$ cat config.mk
export PLATFORM = sky130hd
export DESIGN_NAME = uart_rx_fifo
export DESIGN_NICKNAME = d
export VERILOG_FILES = /design/src/rtl/uart_pkg.sv /design/src/rtl/uart_byte_fifo.sv /design/src/rtl/uart_rx_fifo.sv
export SDC_FILE = /design/constraint.sdc
export NUM_CORES = 1
export LEC_CHECK = 0
export ABC_AREA = 1
export CELL_PAD_IN_SITES_DETAIL_PLACEMENT = 0
export CELL_PAD_IN_SITES_GLOBAL_PLACEMENT = 1
export CORE_UTILIZATION = 35
export DETAILED_ROUTE_END_ITERATION = 7
export HOLD_SLACK_MARGIN = 0.12
export PLACE_DENSITY = 0.61
export SETUP_SLACK_MARGIN = 0.15
export SKIP_CTS_REPAIR_TIMING = 1
export SYNTH_ARGS = -nofsm -noshare
export SYNTH_HDL_FRONTEND = slang
export SYNTH_SLANG_ARGS = --single-unit
$ cat constraint.sdc
create_clock -name clk -period 2.48 [get_ports clk]
set_input_delay 0.496 -clock clk [delete_from_list [all_inputs] [get_ports clk]]
set_output_delay 0.496 -clock clk [all_outputs]
set_load 0.02 [all_outputs]
$ cat src/rtl/uart_pkg.sv
// uart_pkg: shared receiver states, frame constants and tick-divider helper
package uart_pkg;

  typedef enum logic [2:0] {IDLE, START, DATA, STOP, BREAK} rx_state_e;

  localparam int DATA_BITS = 8;

  // Clocks per oversample tick, rounded to nearest
  function automatic int calc_div(input int clk_hz, input int baud, input int ovs);
    return (clk_hz + baud * ovs / 2) / (baud * ovs);
  endfunction

endpackage

$ cat src/rtl/uart_byte_fifo.sv
// uart_byte_fifo: circular byte buffer with push/pop, occupancy count and full flag
module uart_byte_fifo #(
  parameter int DEPTH = 4
)(
  input  logic                     clk,
  input  logic                     reset,
  input  logic                     push,
  input  logic                     pop,
  input  logic [7:0]               din,
  output logic [7:0]               dout,
  output logic [$clog2(DEPTH):0]   count,
  output logic                     full
);

  localparam int AW = $clog2(DEPTH);

  logic [7:0]    mem_q [DEPTH];
  logic [7:0]    mem_d [DEPTH];
  logic [AW-1:0] wr_q, wr_d, rd_q, rd_d;
  logic [AW:0]   cnt_q, cnt_d;
  logic          push_ok, pop_ok;

  // Depth is a power of two, so the count MSB alone marks full
  assign full  = cnt_q[AW];
  assign count = cnt_q;
  assign dout  = mem_q[rd_q];

  // A push into a full buffer is accepted only when the head leaves in the same cycle
  always_comb begin
    pop_ok  = pop && (cnt_q != '0);
    push_ok = push && (!full || pop_ok);
    wr_d    = push_ok ? wr_q + 1'b1 : wr_q;
    rd_d    = pop_ok ? rd_q + 1'b1 : rd_q;
    cnt_d   = cnt_q + {{AW{1'b0}}, push_ok} - {{AW{1'b0}}, pop_ok};
    mem_d   = mem_q;
    if (push_ok) mem_d[wr_q] = din;
  end

  // Storage and pointer registers
  always_ff @(posedge clk or posedge reset) begin
    if (reset) begin
      wr_q  <= '0;
      rd_q  <= '0;
      cnt_q <= '0;
      mem_q <= '{default: '0};
    end else begin
      wr_q  <= wr_d;
      rd_q  <= rd_d;
      cnt_q <= cnt_d;
      mem_q <= mem_d;
    end
  end

endmodule

$ cat src/rtl/uart_rx_fifo.sv
// uart_rx_fifo: oversampling 8N1 UART receiver with majority vote feeding a byte FIFO
module uart_rx_fifo
  import uart_pkg::*;
#(
  parameter int CLK_HZ     = 50000000,
  parameter int BAUD       = 115200,
  parameter int OVS        = 16,
  parameter int FIFO_DEPTH = 4
)(
  input  logic       clk,
  input  logic       reset,
  input  logic       rx,
  output logic [7:0] rx_data,
  output logic       rx_valid,
  input  logic       rx_ready,
  output logic       framing_err,
  output logic       overrun,
  output logic       busy
);

  localparam int DIV = calc_div(CLK_HZ, BAUD, OVS);
  localparam int TW  = $clog2(DIV + 1);
  localparam int SW  = $clog2(OVS);
  localparam int BW  = $clog2(DATA_BITS);
  localparam logic [SW-1:0] S_LO  = SW'(OVS / 2 - 1);
  localparam logic [SW-1:0] S_MID = SW'(OVS / 2);
  localparam logic [SW-1:0] S_HI  = SW'(OVS / 2 + 1);
  localparam logic [SW-1:0] S_END = SW'(OVS - 1);

  logic [1:0]           sync_q, sync_d;
  rx_state_e            state_q, state_d;
  logic [TW-1:0]        tcnt_q, tcnt_d;
  logic [SW-1:0]        s_q, s_d;
  logic [BW-1:0]        bit_q, bit_d;
  logic [DATA_BITS-1:0] sh_q, sh_d;
  logic [1:0]           smp_q, smp_d;
  logic                 fe_q, fe_d, ov_q, ov_d;
  logic                 rx_s, tick, dec, last, maj, push, pop, full;
  logic [$clog2(FIFO_DEPTH):0] count;

  assign rx_s        = sync_q[1];
  assign tick        = (tcnt_q == TW'(DIV - 1));
  assign dec         = tick && (s_q == S_HI);
  assign last        = tick && (s_q == S_END);
  assign maj         = (smp_q[0] & smp_q[1]) | (smp_q[0] & rx_s) | (smp_q[1] & rx_s);
  assign rx_valid    = (count != '0);
  assign pop         = rx_valid && rx_ready;
  assign framing_err = fe_q;
  assign overrun     = ov_q;

  // All state registers, including the input synchronizer
  always_ff @(posedge clk or posedge reset) begin
    if (reset) begin
      sync_q  <= 2'b11;
      state_q <= IDLE;
      tcnt_q  <= '0;
      s_q     <= '0;
      bit_q   <= '0;
      sh_q    <= '0;
      smp_q   <= '0;
      fe_q    <= 1'b0;
      ov_q    <= 1'b0;
    end else begin
      sync_q  <= sync_d;
      state_q <= state_d;
      tcnt_q  <= tcnt_d;
      s_q     <= s_d;
      bit_q   <= bit_d;
      sh_q    <= sh_d;
      smp_q   <= smp_d;
      fe_q    <= fe_d;
      ov_q    <= ov_d;
    end
  end

  // Next state: frame sequencing driven by majority decisions at mid-bit
  always_comb begin
    state_d = state_q;
    case (state_q)
      IDLE:    if (!rx_s) state_d = START;
      START:   state_d = (dec && maj) ? IDLE : last ? DATA : START;
      DATA:    if (last && bit_q == BW'(DATA_BITS - 1)) state_d = STOP;
      STOP:    if (dec) state_d = maj ? IDLE : BREAK;
      BREAK:   if (rx_s) state_d = IDLE;
      default: state_d = IDLE;
    endcase
  end

  // Datapath: tick and sample counters held in IDLE so ticks align to the start edge
  always_comb begin
    sync_d = {sync_q[0], rx};
    tcnt_d = (state_q == IDLE || tick) ? '0 : tcnt_q + 1'b1;
    s_d    = (state_q == IDLE) ? '0 : !tick ? s_q : (s_q == S_END) ? '0 : s_q + 1'b1;
    bit_d  = (state_q != DATA) ? '0 : last ? bit_q + 1'b1 : bit_q;
    sh_d   = (state_q == DATA && dec) ? {maj, sh_q[DATA_BITS-1:1]} : sh_q;
    smp_d  = smp_q;
    if (tick && s_q == S_LO) smp_d[0] = rx_s;
    if (tick && s_q == S_MID) smp_d[1] = rx_s;
  end

  // Outputs: byte completion, error strobes and busy
  always_comb begin
    push = (state_q == STOP) && dec && maj;
    fe_d = (state_q == STOP) && dec && !maj;
    ov_d = push && full && !pop;
    busy = (state_q != IDLE);
  end

  uart_byte_fifo #(.DEPTH(FIFO_DEPTH)) u_fifo (
    .clk   (clk),
    .reset (reset),
    .push  (push),
    .pop   (pop),
    .din   (sh_q),
    .dout  (rx_data),
    .count (count),
    .full  (full)
  );

endmodule

# [Word level (Yosys, flattened, before mapping)]
# Cells that the tools add are included.
[word_totals] register_bits=68 inputBits=4 output_inout_bits=12 word_cells=96
[classes] add_sub_neg=7 order_cmp=3 n_eq_ne=15 muxes=20 n_bitwise=7 n_reduce_logical=27
[op_table] op="bitwise mux 32 bit" count=1
[op_table] op="two-way mux 8 bit" count=3
[op_table] op="two-way mux 3 bit" count=7
[op_table] op="binary-select mux 8 bit (select 2 bit)" count=1
[op_table] op="demux 8 bit (select 2 bit)" count=1
[op_table] op="logical AND 1 bit" count=16
[op_table] op="case mux 3 bit (5 select lines)" count=1
[op_table] op="equality test 4 bit, second input constant" count=3
[op_table] op="two-way mux 4 bit" count=3
[op_table] op="inequality test 2 bit, second input constant" count=4
[op_table] op="equality test 3 x 2 -> 1 bit, second input constant" count=2
[op_table] op="equality test 3 bit, second input constant" count=2
[op_table] op="greater-or-equal comparator 3 bit, second input constant" count=2
[op_table] op="NOT 2 -> 3 bit" count=2
[op_table] op="nonzero test 3 bit" count=2
[op_table] op="adder 5 x 1 -> 5 bit, second input constant" count=1
[op_table] op="equality test 5 bit, second input constant" count=1
[op_table] op="two-way mux 5 bit" count=1
[op_table] op="adder 2 x 1 -> 2 bit, second input constant" count=2
[op_table] op="adder 4 x 1 -> 4 bit, second input constant" count=1
[op_table] op="equality test 4 x 3 -> 1 bit, second input constant" count=1
[op_table] op="two-way mux 2 bit" count=2
[op_table] op="AND reduction 4 bit" count=1
[op_table] op="nonzero test 2 bit" count=2
[op_table] op="other kinds (11)" count=17

# [Depth between registers and ports, before layout]
# Gate-level depths: netlist of the first run.
[depth] ltp_word=7 ltp_mapped=12 depth_no_buf=12

# [Cells and area by module]
# A second synthesis of the first run with hierarchy kept.
[unflattened] cells_unflattened=429 hier_area_um2=3572.2
[modules_own_cells] module="uart_byte_fifo" instances=1 cells_each=263 area_per_inst_um2=2093.3
[modules_own_cells] module="uart_rx_fifo" instances=1 cells_each=166 area_per_inst_um2=1478.9

# [Least setup slack after synthesis of the first run]
# OpenSTA, ideal clock, no wires.
[synth_path] path_type="reg-to-reg" from="register tcnt_q[0]" to="register u_fifo.cnt_q[2], in the netlist u_fifo.count[2]" arrival_time_ns=2.020 slack_ns=0.337 path_stages_with_launch=13 n_path_buf=0 synth_period_minus_slack_ns=2.143 path_cell_list="dfrtp_1 > inv_1 > ha_1 > nand2_2 > nor2_8 > nand3_4 > nor2_8 > nand2_2 > clkinv_1 > ha_1 > inv_1 > fa_1 > xnor2_1"
[synth_between] elab_chain_cells=7
[synth_lines] item="from (decl)" line="uart_rx_fifo.sv:32" text="logic [TW-1:0] tcnt_q, tcnt_d;"
[synth_lines] item="from (signal assigned)" line="uart_rx_fifo.sv:66" text="tcnt_q <= tcnt_d;"
[synth_lines] item="equality test 5 bit" line="uart_rx_fifo.sv:42" text="assign tick = (tcnt_q == TW'(DIV - 1));"
[synth_lines] item="logical AND 1 bit" line="uart_rx_fifo.sv:43" text="assign dec = tick && (s_q == S_HI);"
[synth_lines] item="logical AND 1 bit (2 in a row)" line="uart_rx_fifo.sv:103" text="push = (state_q == STOP) && dec && maj;"
[synth_lines] item="logical AND 1 bit" line="uart_byte_fifo.sv:31" text="push_ok = push && (!full || pop_ok);"
[synth_lines] item="via u_fifo.push_ok" line="uart_byte_fifo.sv:21" text="logic push_ok, pop_ok;"
[synth_lines] item="adder 3 x 1 -> 3 bit" line="uart_byte_fifo.sv:34" text="cnt_d = cnt_q + {{AW{1'b0}}, push_ok} - {{AW{1'b0}}, pop_ok};"
[synth_lines] item="subtractor 3 x 1 -> 3 bit" line="uart_byte_fifo.sv:34"
[synth_lines] item="via u_fifo.cnt_d[2]" line="uart_byte_fifo.sv:20" text="logic [AW:0] cnt_q, cnt_d;"
[synth_lines] item="to (signal assigned)" line="uart_byte_fifo.sv:49" text="cnt_q <= cnt_d;"
[synth_lines] item="to (decl)" line="uart_byte_fifo.sv:20"
# The timed path passes the listed nets, and every way through them passes these cells.
# A chain may end at the register's enable or synchronous reset.

# [Worst setup path after layout of the first run]
[layout_path] from="register u_fifo.rd_q[0]" to="output port rx_data[1]"
[layout_between] elab_chain_cells=4
[layout_lines] item="from (decl)" line="uart_byte_fifo.sv:19" text="logic [AW-1:0] wr_q, wr_d, rd_q, rd_d;"
[layout_lines] item="from (signal assigned)" line="uart_byte_fifo.sv:48" text="rd_q <= rd_d;"
[layout_lines] item="NOT 2 -> 3 bit (implied by the code)" line="uart_byte_fifo.sv:26" text="assign dout = mem_q[rd_q];"
[layout_lines] item="binary-select mux 8 bit (select 2 bit)" line="uart_byte_fifo.sv:26"
[layout_lines] item="two-way mux 8 bit (implied by the code) (2 in a row)" line="uart_byte_fifo.sv:26"
[layout_lines] item="to (decl)" line="uart_rx_fifo.sv:13" text="output logic [7:0] rx_data,"
# Every way passes these cells. The select of a mux whose other input is x is not followed.

==> impl_metrics.json, run 1 <==
{
  "cp-end-kind": "output pin",
  "start_util": 0.365,
  "p_per_area_mw_per_mm2": 740,
  "fin_area_mm2": 0.00385,
  "fin_nets": 420,
  "drt-pass1-iter-count": 4,
  "whs_endpoint": "sync_q[1]",
  "synth_seq_cells": 68,
  "die_width_um": 101,
  "grt_pass1_vias": 2538,
  "yosys_most_used_dff": "dfrtp_1",
  "r2r_cells": 12,
  "syn_area_per_cell_um2": 8.86,
  "boundaryPins": 16,
  "grt_max_degree": 38,
  "tightest_slew_ns": 0.582,
  "vias_per_cell": 4.80,
  "max_cap_viol_count": 0,
  "cts_root_buffer": "clkbuf_8",
  "hp-start": "sync_q[0]",
  "max_slew_margin": 0.612,
  "yosysSeqAreaShare": 0.501,
  "hold_violations": 0,
  "final_cell_mix": "nand2_1 (105), dfrtp_1 (66), nand4_1 (33), nor2_1 (31)",
  "r2r-start": "tcnt_q[0]",
  "antenna_left": 0,
  "timing.final.crit_period_ns": 2.31,
  "setup_tns_ns": 0,
  "postSynthCellCount": 384,
  "gr-total-overflow": 0,
  "start_kind": "flip-flop",
  "io_buffers": 15,
  "place_area_mm2": 0.00368,
  "num_vias": 2566,
  "power_leakage_nw": 2.06,
  "criticalPathCategory": "flip-flop to output pin",
  "drive_gt1_frac": 0.0985,
  "vdd_ir_drop_max_mv": 0.305,
  "holdPathStages": 0,
  "routedWlPerCell_um": 13.9,
  "fmax_ghz": 0.432,
  "cp_max_fo": 16,
  "areaGrowthSynthToFinish_pct": 13.3,
  "fin_crit_sh": 0.933,
  "clk_latency_ns": 0.33,
  "layout_setup_ws_ns": 0.167,
  "dp_hpwl_mm": 5.08,
  "arrival_ns": 1.82,
  "hp-class": "flip-flop to flip-flop",
  "fin_skew_ns": 0.00648,
  "die_y_um": 101,
  "routed_wl_mm": 7.43,
  "drc": 0,
  "grt_usage": 0.167,
  "clock_sinks": 68,
  "cts_inserted_buffers": 9,
  "setup_viol": 0,
  "worstPathRequired_ns": 1.98,
  "mappedNetlistArea_mm2": 0.00340,
  "core_area_mm2": 0.00933,
  "grt_setup_unrepaired": "true",
  "outcome": "complete, no violations",
  "gp_congestion": 0.754,
  "finalPower_mw": 2.85,
  "htree_levels": 3,
  "ys_types": 27,
  "place_ws_ns": 0.256,
  "synth_edf_count": 0,
  "async_flop_share": 1.00,
  "drv_slew": 0,
  "dieArea_mm2": 0.0101,
  "syn-num-nets": 402,
  "grt_first_pass_wirelength_mm": 12.8,
  "rows": 35,
  "yosys_warnings": 0,
  "antenna_found_initial": 0,
  "cts_tree": "done",
  "first_iter_violations": 90,
  "cts_max_path_buffers": 2,
  "r2r-end": "u_fifo.count[2]",
  "layout_commonest_cell": "nand2_1",
  "r2r_slack_ns": 0.37,
  "cts.clk_slew.worst_paths_ns": 0.07,
  "n_antenna_cell": 0
}
## sequential cells by signal (all words and copies together) (netlist names), 2 cells and up
register      flops
sh_q              8
bit_q             3
smp_q             2
tcnt_q            5
sync_q            2
u_fifo.wr_q       2
u_fifo.count      3
u_fifo.rd_q       2
s_q               4
u_fifo.mem_q     32
state_q           3
## routing by layer
layer  GRT usage  up-vias  wire [um]
li1            -     1308          -
met3      0.0506        9        237
met2       0.276       33       3600
met1       0.214     1216       3530
met4      0.0424        0         70
met5           0        -          0
## synth_stat cells, types with 3 or more instances
cell / instances / area, um2
nand4_1: 33 / 206
nand3_1: 17 / 85.1
buf_8: 3 / 45.0
nand2_2: 4 / 25.0
xnor2_1: 3 / 26.3
nor3_1: 3 / 15.0
ha_1: 13 / 163
nand3_4: 5 / 87.6
a21oi_1: 4 / 20.0
o22ai_1: 9 / 56.3
nand2_1: 105 / 394
nor2_1: 31 / 116
buf_2: 8 / 40.0
inv_1: 31 / 116
o21ai_0: 29 / 145
dfrtp_1: 66 / 1650
clkbuf_1: 4 / 15.0
xor2_1: 4 / 35.0
## power by group
part	leakage, nW	internal (mW)	switching, mW	total [mW]
logic	1.08	0.358	0.544	0.902
registers	0.901	1.16	0.0416	1.20
clock network	0.0800	0.354	0.395	0.749
## how the worst max path moves through the flow
| stage | cells after the start | startpoint | to |
|---|---|---|---|
| after floorplan | 1 | reset | bit_q[0] |
| after global placement | 9 | rx_ready | u_fifo.count[1] |
| after detailed placement | 9 | rx_ready | u_fifo.count[2] |
| after CTS | 4 | u_fifo.rd_q[1] | rx_data[0] |
| after global routing | 5 | u_fifo.rd_q[0] | rx_data[1] |
| final | 5 | u_fifo.rd_q[0] | rx_data[1] |
## worst max-delay path: stages, from the launching register on
cell	delay, ns
dfrtp_1	0.38
inv_1	0.07
buf_4	0.20
nor2_1	0.06
o22ai_1	0.15
clkdlybuf4s50_1	0.62
## logic make-up (layout without fill, tap and decap cells)
family | Yosys count | after routing | share of synthesized area
compound gates | 42 | 42 | 0.0651
fa+ha+maj | 14 | 14 | 0.0537
simple gates | 203 | 203 | 0.293
buf+inv | 50 | 72 | 0.0692
flops | 68 | 68 | 0.501
xor+xnor | 7 | 7 | 0.0180
## area by class of cell
class,instances,area [um2]
clock buffer,12,135
fill,974,5480
tap,129,161
multi-input combinational,266,1470
inverter,34,128
timing repair buffer,23,240
clock inverter,3,15.0
sequential,68,1700
## through the flow
stage / instances / utilization / hold WS, ns
3_3_place_gp: 520 / 0.394 / 0.347
3_5_place_dp: 520 / 0.394 / 0.353
6_report: 535 / 0.413 / 0.363
2_1_floorplan: 384 / - / 0.345
4_1_cts: 535 / 0.410 / 0.363
5_1_grt: 535 / 0.413 / 0.372
Power figures use the tool's default switching activity.
==> run 2: changes to the inputs <==
--- a/config.mk
+++ b/config.mk
@@ -5,15 +5,15 @@
 export SDC_FILE = /design/constraint.sdc
 export NUM_CORES = 1
 export LEC_CHECK = 0
-export ABC_AREA = 1
 export CELL_PAD_IN_SITES_DETAIL_PLACEMENT = 0
 export CELL_PAD_IN_SITES_GLOBAL_PLACEMENT = 1
 export CORE_UTILIZATION = 35
 export DETAILED_ROUTE_END_ITERATION = 7
 export HOLD_SLACK_MARGIN = 0.12
-export PLACE_DENSITY = 0.61
+export PLACE_DENSITY = 0.57
 export SETUP_SLACK_MARGIN = 0.15
 export SKIP_CTS_REPAIR_TIMING = 1
+export SLEW_MARGIN = 10
 export SYNTH_ARGS = -nofsm -noshare
 export SYNTH_HDL_FRONTEND = slang
 export SYNTH_SLANG_ARGS = --single-unit
==> run 2 against run 1 <==
Against the previous run: flip-flop and latch count is the same; critical path depth grew 4; highest routed layer unchanged; register-to-register slack worse by 0.10 ns; power decreased by 3.3%; non-clock buffer count is 4 higher; first-iteration DRC count is 47% lower; area after synthesis down 7.8%; clock power increased by 59%; critical path type is now flip-flop to flip-flop; sequential power barely moved.
==> impl_metrics.json, run 2 <==
{
  "outcome": "complete, no violations",
  "rows": 34,
  "syn_area_per_cell_um2": 13.7,
  "grt_max_degree": 69,
  "top_regs": "u_fifo.mem_q: 32 flops, sh_q: 8 flops, tcnt_q: 5 flops",
  "drt-pass1-iter-count": 4,
  "dp_hpwl_mm": 3.61,
  "r2r-start": "u_fifo.count[1]",
  "r2r_cells": 9,
  "final_cells": 375,
  "drive_gt1_frac": 0.348,
  "start_kind": "flip-flop",
  "cp-end-kind": "flip-flop",
  "p_per_area_mw_per_mm2": 725,
  "setup_viol": 0,
  "slowest_stage": "dfrtp_1",
  "final_cell_mix": "dfrtp_1 (66), mux2_2 (41), nor2_1 (13), ha_1 (13), inv_1 (12)",
  "clock_sinks": 68,
  "largest_reg_flops": 32,
  "grt_usage": 0.127,
  "yosysMostFrequentCell": "dfrtp_1",
  "drc": 0,
  "vias_per_cell": 4.81,
  "fin_crit_sh": 0.892,
  "io_buffers": 15,
  "finalPower_mw": 2.76,
  "grt_setup_unrepaired": "false",
  "dieArea_mm2": 0.00935,
  "grt_pass1_vias": 1755,
  "clockPowerShare": 0.432,
  "postSynthCellCount": 229,
  "criticalPathCategory": "flip-flop to flip-flop",
  "synth_top_area_cell": "dfrtp_1",
  "timing.final.crit_period_ns": 2.21,
  "mappedNetlistArea_mm2": 0.00314,
  "cts.clk_slew.worst_paths_ns": 0.07,
  "start_util": 0.361,
  "vdd_ir_drop_max_mv": 0.444,
  "slowest_delay_ns": 0.42,
  "fillers": 834,
  "holdPathStages": 0,
  "worstPathRequired_ns": 2.73,
  "yosys_most_used_dff": "dfrtp_1",
  "routed_wl_mm": 5.49,
  "areaGrowthSynthToFinish_pct": 21.2,
  "worstPathCellList": "or3_4 -> and2_4 -> ha_1 -> inv_1 -> ha_1 -> inv_1 -> fa_2 -> xnor2_1 -> xnor2_1",
  "combPwrFrac": 0.137,
  "hold_violations": 0,
  "path_delay_family": "adder cells",
  "gp_congestion": 0.697,
  "r2r_slack_ns": 0.27,
  "drv_slew": 0,
  "num_vias": 1804,
  "synth_seq_cells": 68,
  "largest_register": "u_fifo.mem_q",
  "antenna_found_initial": 0,
  "holdWs_ns": 0.358,
  "intPower_mw": 2.12,
  "max_cap_viol_count": 0,
  "synth_commonest_cells": "dfrtp_1 (66), mux2_2 (41), ha_1 (13), inv_1 (13), nor2_1 (13)",
  "die_y_um": 96.7,
  "tightest_slew_ns": 0.383,
  "fin_nets": 281,
  "grt_first_pass_wirelength_mm": 9.16,
  "ys_types": 40,
  "arrival_ns": 2.46,
  "whs_endpoint": "sync_q[1]",
  "max_slew_margin": 0.745,
  "synth_top_area_share": 0.527,
  "clk_latency_ns": 0.33,
  "routedWlPerCell_um": 14.6,
  "cts_max_path_buffers": 2,
  "boundaryPins": 16,
  "yosys_warnings": 0,
  "r2r-end": "u_fifo.count[2]",
  "async_flop_share": 1.00,
  "dp.cells": 357,
  "hp-class": "flip-flop to flip-flop",
  "htree_levels": 3,
  "hp-start": "sync_q[0]",
  "fmax_ghz": 0.452,
  "p_sw_uw": 640,
  "sequentialPowerShare": 0.431,
  "power_leakage_nw": 1.89,
  "fin_util": 0.438,
  "syn-num-nets": 247,
  "antenna_left": 0,
  "gr-total-overflow": 0,
  "cts_inserted_buffers": 9,
  "synth_edf_count": 0,
  "die_width_um": 96.7,
  "swShare": 0.232,
  "fin_skew_ns": 0.00791,
  "cts_tree": "done",
  "yosysSeqAreaShare": 0.543,
  "core_area_mm2": 0.00868,
  "place_area_mm2": 0.00348,
  "n_antenna_cell": 0,
  "critical_path_buf_inv_count": 2,
  "yosys-top-cells-area": "dfrtp_1 (53%), mux2_2 (15%), mux4_2 (5.7%)",
  "cp_max_fo": 3,
  "fin_area_mm2": 0.00380,
  "first_iter_violations": 48,
  "layout_commonest_cell": "dfrtp_1",
  "cts_root_buffer": "clkbuf_8"
}
[run 2: power groups by stage]
stage / Clock, mW / Sequential [mW] / Combinational (mW)
after global routing: 1.28 / 1.19 / 0.419
final: 1.19 / 1.19 / 0.378
after floorplan: 0 / 1.20 / 0.249
after global placement: 0 / 1.21 / 0.364
after detailed placement: 0 / 1.21 / 0.362
after CTS: 1.22 / 1.19 / 0.366
[run 2: logic make-up (layout without fill, tap and decap cells)]
logic type / after synthesis / in the layout / share of synthesized area
flops: 68 / 68 / 0.543
simple gates: 56 / 56 / 0.106
mux: 54 / 54 / 0.221
buf+inv: 17 / 55 / 0.0223
fa+ha+maj: 15 / 15 / 0.0614
xor+xnor: 10 / 10 / 0.0279
compound gates: 9 / 9 / 0.0176
[run 2: worst reg2reg max path, cell delays in order, from the launching register on]
cell     delay (ns)
dfrtp_1        0.42
or3_4          0.38
and2_4         0.18
ha_1           0.26
inv_1          0.06
ha_1           0.13
inv_1          0.05
fa_2           0.33
xnor2_1        0.19
xnor2_1        0.14
[run 2: metrics by stage]
step	TNS, ns	worst slack (ns)
after floorplan	0	0.170
after global placement	0	0.119
after detailed placement	0	0.0753
after CTS	-0.0245	-0.0210
after global routing	0	0.139
final	0	0.268
[run 2: how the worst max path moves through the flow]
stage                                from         endpoint  slack [ns]  cells past startpoint
after floorplan           u_fifo.count[1]  u_fifo.count[2]        0.17                      9
after global routing      u_fifo.count[1]  u_fifo.count[2]        0.14                      9
final                     u_fifo.count[1]  u_fifo.count[2]        0.27                      9
after global placement           rx_ready  u_fifo.count[2]        0.12                      9
after CTS                  u_fifo.rd_q[0]       rx_data[5]       -0.02                      3
after detailed placement         rx_ready  u_fifo.count[2]        0.08                      9
[run 2: layout make-up]
type                            count  area (um2)  share of cell area
Inverter                           13        48.8              0.0128
Tap cell                          108         135              0.0355
Clock buffer                        9         124              0.0326
Clock inverter                      6         136              0.0359
Sequential cell                    68        1700               0.448
Multi-Input combinational cell    144        1380               0.363
Timing Repair Buffer               27         273              0.0718
[run 2: per-layer routing]
metal | track usage | vias to the layer above | routed length [um]
met5 | 0 | - | 0
met4 | 0.0413 | 0 | 47
met3 | 0.0412 | 4 | 172
met2 | 0.181 | 19 | 2310
met1 | 0.183 | 902 | 2950
li1 | - | 879 | -
